===== src/rtl/systolic_seq_ctrl.sv =====
// rtl/systolic_seq_ctrl.sv - run sequencer for an N x N output-stationary systolic array
module systolic_seq_ctrl #(
    parameter int N     = 4,
    parameter int IDX_W = 2
) (
    input  logic                 clk,
    input  logic                 rst,
    input  logic                 start,
    output logic                 busy,
    output logic                 done,
    output logic                 pe_clr,
    output logic                 pe_hold,
    output logic [N*IDX_W-1:0]   a_idx,
    output logic [N-1:0]         a_vld,
    output logic [N*IDX_W-1:0]   b_idx,
    output logic [N-1:0]         b_vld,
    output logic                 c_rd_vld,
    output logic [IDX_W-1:0]     c_rd_row
);

    // Feed counter must hold 0..3N-3; lane offsets t-i are formed at this width.
    localparam int T_W = $clog2(3*N-2);
    localparam logic [T_W-1:0]   T_LAST   = T_W'(3*N-3);
    localparam logic [IDX_W-1:0] ROW_LAST = IDX_W'(N-1);

    if (IDX_W != $clog2(N)) begin : g_bad_idx_w
        $error("systolic_seq_ctrl: IDX_W must equal clog2(N)");
    end
    if (N < 2 || N > 16) begin : g_bad_n
        $error("systolic_seq_ctrl: N must be in 2..16");
    end

    typedef enum logic [2:0] {
        S_IDLE  = 3'd0,
        S_CLEAR = 3'd1,
        S_FEED  = 3'd2,
        S_HOLD  = 3'd3,
        S_READ  = 3'd4,
        S_DONE  = 3'd5
    } state_t;

    state_t            state;
    state_t            state_nxt;
    logic [T_W-1:0]    t;
    logic [IDX_W-1:0]  row;
    logic [N-1:0]      lane_vld;
    logic [N*IDX_W-1:0] lane_idx;

    // State register.
    always_ff @(posedge clk) begin
        if (rst) begin
            state <= S_IDLE;
        end else begin
            state <= state_nxt;
        end
    end

    // Feed cycle counter and readout row counter.
    always_ff @(posedge clk) begin
        if (rst) begin
            t   <= '0;
            row <= '0;
        end else begin
            case (state)
                S_CLEAR: t <= '0;
                S_FEED:  t <= (t == T_LAST) ? '0 : t + T_W'(1);
                S_HOLD:  row <= '0;
                S_READ:  row <= (row == ROW_LAST) ? '0 : row + IDX_W'(1);
                default: ;
            endcase
        end
    end

    // Next-state decode; start is honoured only from IDLE or DONE.
    always_comb begin
        state_nxt = state;
        case (state)
            S_IDLE:  if (start) state_nxt = S_CLEAR;
            S_CLEAR: state_nxt = S_FEED;
            S_FEED:  if (t == T_LAST) state_nxt = S_HOLD;
            S_HOLD:  state_nxt = S_READ;
            S_READ:  if (row == ROW_LAST) state_nxt = S_DONE;
            S_DONE:  state_nxt = start ? S_CLEAR : S_IDLE;
            default: state_nxt = S_IDLE;
        endcase
    end

    // Output decode from registered state and counters.
    always_comb begin
        busy     = 1'b0;
        done     = 1'b0;
        pe_clr   = 1'b0;
        pe_hold  = 1'b0;
        c_rd_vld = 1'b0;
        c_rd_row = '0;
        lane_vld = '0;
        lane_idx = '0;
        case (state)
            S_CLEAR: begin
                busy   = 1'b1;
                pe_clr = 1'b1;
            end
            S_FEED: begin
                busy = 1'b1;
                // Lane i carries k = t-i while 0 <= k <= N-1; the skew makes
                // A[i][k] and B[k][j] meet at PE(i,j) on feed cycle k+i+j.
                for (int i = 0; i < N; i++) begin
                    if (int'(t) >= i && int'(t) <= i + N - 1) begin
                        lane_vld[i] = 1'b1;
                        lane_idx[i*IDX_W +: IDX_W] = IDX_W'(t - T_W'(i));
                    end
                end
            end
            S_HOLD: begin
                busy    = 1'b1;
                pe_hold = 1'b1;
            end
            S_READ: begin
                busy     = 1'b1;
                pe_hold  = 1'b1;
                c_rd_vld = 1'b1;
                c_rd_row = row;
            end
            S_DONE: done = 1'b1;
            default: ;
        endcase
    end

    // Square array: row and column skews are identical.
    assign a_vld = lane_vld;
    assign a_idx = lane_idx;
    assign b_vld = lane_vld;
    assign b_idx = lane_idx;

endmodule


===== config.mk =====
export PLATFORM = sky130hd
export DESIGN_NAME = systolic_seq_ctrl
export DESIGN_NICKNAME = d
export VERILOG_FILES = /design/src/rtl/systolic_seq_ctrl.sv
export SDC_FILE = /design/constraint.sdc
export NUM_CORES = 1
export LEC_CHECK = 0
export BUFFER_PORTS_ARGS = -buffer_cell sky130_fd_sc_hd__buf_2
export CAP_MARGIN = 30
export CORE_MARGIN = 4
export CORE_UTILIZATION = 35
export CTS_CLUSTER_DIAMETER = 120
export CTS_CLUSTER_SIZE = 28
export DETAILED_ROUTE_END_ITERATION = 6
export GPL_ROUTABILITY_DRIVEN = 0
export SLEW_MARGIN = 15
export SYNTH_ARGS = -nofsm -noshare
export SYNTH_HDL_FRONTEND = slang
export SYNTH_SLANG_ARGS = --single-unit

===== constraint.sdc =====
create_clock -name clk -period 2.5 [get_ports clk]
set_input_delay 0.5 -clock clk [delete_from_list [all_inputs] [get_ports clk]]
set_output_delay 0.5 -clock clk [all_outputs]
set_load 0.05 [all_outputs]

==> metrics.md <==
| Metric | Value |
|---|---|
| H-tree depth | 1 |
| # port buffers | 33 |
| Final setup TNS | 0 ns |
| Cell Count, Final, Fillers Out | 142 |
| Slowest cell on crit path | or3b_4 |
| Synthesis Warnings | 0 |
| Post-synthesis mux area share | 1.58% |
| Post-synth EDFFs | 0 |
| Post-synth net total | 100 |
| Total power | 823 uW |
| WP data arrival | 1.93 ns |
| CTS sink count | 9 |
| Asr flop ratio synth | 0% |
| Worst R2R End | t[3] |
| WP data required | around 2.0 ns |
| CTS Root Cell | clkbuf_4 |
| Initial antenna violation count | 0 |
| Crit path launch type | flop |
| Pin count of the biggest net entering global routing | 14 |
| DRC | 0 |
| CTS Hold Buffers Added | 0 |
| Layout cell share with drive strength beyond 1 | 47.0% |
| CP endpoint | a_idx[4] |
| Final Cycle Share | 97.1% |
| Later-pin clock latency in the skew report | 0.27 ns |
| Main flop type after synthesis | dfxtp_1 |
| CTS tree | done |
| Maximum clock rate | 0.412 GHz |
| Xor and xnor area share after synthesis | 1.23% |
| Hold WS | approximately 0.52 ns |
| RSZ-0062 raised after global routing | yes |
| Hold Path Stages | 1 |
| R2R setup slack | 0.61 ns |
| Area of the mapped netlist | 711 um2 |
| Final Hold Fails | 0 |
| Simple-gate share of the synthesized area | 29.4% |
| Crit Path Max Fanout | 7 |
| Max Buffers Root-to-Sink | 2 |
| Core box area | a little under 2000 um2 |
| Syn Area/Cell | 7.72 um2 |
| DIE WIDTH | 53.1 um |
| Distinct cells, synth | 30 |
| Reg2reg start | t[1] |
| CTS Buf Count | 3 |
| Worst setup margin | 0.0715 ns |
| Antenna Violating Nets Remaining | 0 |
| Crit path from | state[0] |
| Setup crit end kind | output pin |
| Critical path class | flop to output pin |
| Peak supply drop | 0.356 mV |
| Synth Instances | 92 |
| Max Transition Viols Final | 0 |
| Outcome | finished, final reports clean |
| Vias per cell | 4.87 |
| Die area | 2820 um2 |
| Max Cap Viol | 0 |
| Routed wire per std cell | 11.2 um |
| Cells after DPL | 138 |
| P_leak | approximately 0.00048 uW |
| Post-Route Skew | between 0.0007 and 0.0008 ns |
| Vias in the first global route | 578 |
| First-pass DRT Iterations | 4 |
| Die height | roughly 53 um |
| Min-delay worst type | flop to flop |
| Initial DRC count | 24 |
| DR vias | ~690 |
| Num rows | 16 |
| WL final | ~1600 um |
| Worst path max stage delay | ~0.44 ns |
| Seq/Total Area, Yosys | 25.4% |
| Worst-Margin Slew | roughly 0.48 ns |
| CP Cell Sequence | or3b_4 -> or2_4 -> a211oi_4 -> and2_4 -> buf_4 |
| Initial Utilization | between 30% and 40% |
| Setup Viol. Count Final | 0 |
| DP HPWL | 1240 um |
| GRT Total Usage | a little under an eighth |
| Clk pin slew, worst setup/hold paths | about 0.070 ns |
| Overflow after GRT | 0 |
| First-pass GRT wire length | 2470 um |
| Area share of fa/ha/maj cells after synthesis | 8.80% |
| Compound-Gate Fraction of Synth Area | between 10% and 20% |
| Post-CTS setup buffer count | 0 |
| Largest family of logic cells by synthesized area | simple AND/OR/NAND/NOR gates |
| Commonest non-fill, non-tap cell in the layout | buf_2 |
| Antenna diodes | 0 |
| Slew Limit Headroom | 67.9% |
| Setup WS pre-CTS | 0.236 ns |
| Worst r2r path cells | 6 |
| Fin crit period | 2.43 ns |
| IO Count | 34 |
| Net count, final | 124 |
| Area grow syn2layout | 28.5% |
| Pwr Density | 902 nW/um2 |
| #FFs+latches synth | 9 |
| Most frequent cells in the layout | buf_2 (25), nor2_1 (13), clkbuf_4 (7), inv_1 (6) |
-- cell type report --
class / count / area (um2)
sequential: 9 / 188
multi-input combinational: 63 / 450
tap: 27 / 33.8
fill: 195 / 1030
inverter: 6 / 22.5
clock buffer: 4 / 26.3
timing repair buffer: 33 / 193
-- sequential cells by signal (all words and copies together) (netlist names) --
signal and flops:
row 2, state 3, t 4
-- kinds of logic (layout without fill, tap and decap cells) --
kind of cell	Yosys count	in the layout
AOI/OAI and AO/OA	15	15
xor gates and xnor gates	1	1
adders and majority gates	5	5
buffers and inverters	20	43
DFF	9	9
muxes	1	1
and+or+nand+nor	41	41
-- per-stage QoR --
step	area, um2	util (%)
6_report	913	47.0
5_1_grt	913	47.0
4_1_cts	888	45.7
3_5_place_dp	857	44.1
3_3_place_gp	857	44.1
2_1_floorplan	763	-
-- power breakdown --
group	switching (uW)	leakage (uW)	internal [uW]	total, uW
clock	57.6	0.0000150	61.8	119
sequential	47.0	0.0000750	174	221
combinational	350	0.000391	133	483
total	455	0.000481	369	823
-- cells in the mapped netlist, types with 2 or more instances --
cell type / count / share of area, %
a22oi_1: 3 / 3.2
buf_4: 12 / 13
nand2_1: 5 / 2.6
nor2_1: 16 / 8.5
a21oi_1: 3 / 2.1
nor3_1: 4 / 2.8
nand3_1: 2 / 1.4
ha_1: 5 / 8.8
inv_1: 6 / 3.2
dfxtp_1: 9 / 25
buf_1: 2 / 1.1
o21ai_0: 2 / 1.4
nor2b_1: 3 / 2.6
and2_1: 4 / 3.5
-- metal layers --
metal	global-route usage [%]	part of all wire (%)	vias to the layer above
met4	3.83	1.2	0
met1	14.9	43	322
met5	0	0	-
met2	19.0	51	15
met3	1.97	4.9	3
li1	-	-	352
-- what timing repair did --
item                                    4_1_cts  5_1_grt
endpoints found under the setup margin        4       16
gates resized for setup                       2       12
gates cloned                                  0        0
pin swaps                                     0        1
-- worst min path at each step --
stage	start	slack [ns]	endpoint
6_report	state[1]	0.52	state[0]
5_1_grt	rst	0.53	state[1]
4_1_cts	rst	0.52	state[1]
3_5_place_dp	state[1]	0.51	state[0]
3_3_place_gp	state[1]	0.50	state[0]
2_1_floorplan	row[1]	0.48	row[1]
-- worst max-delay path: cells and delay by family (launching register included) --
kind | cells | cell delay, ns
simple gates | 3 | 0.91
flops | 1 | 0.36
compound gates | 1 | 0.20
buf+inv | 1 | 0.19
(Power assumes the default switching activity.)
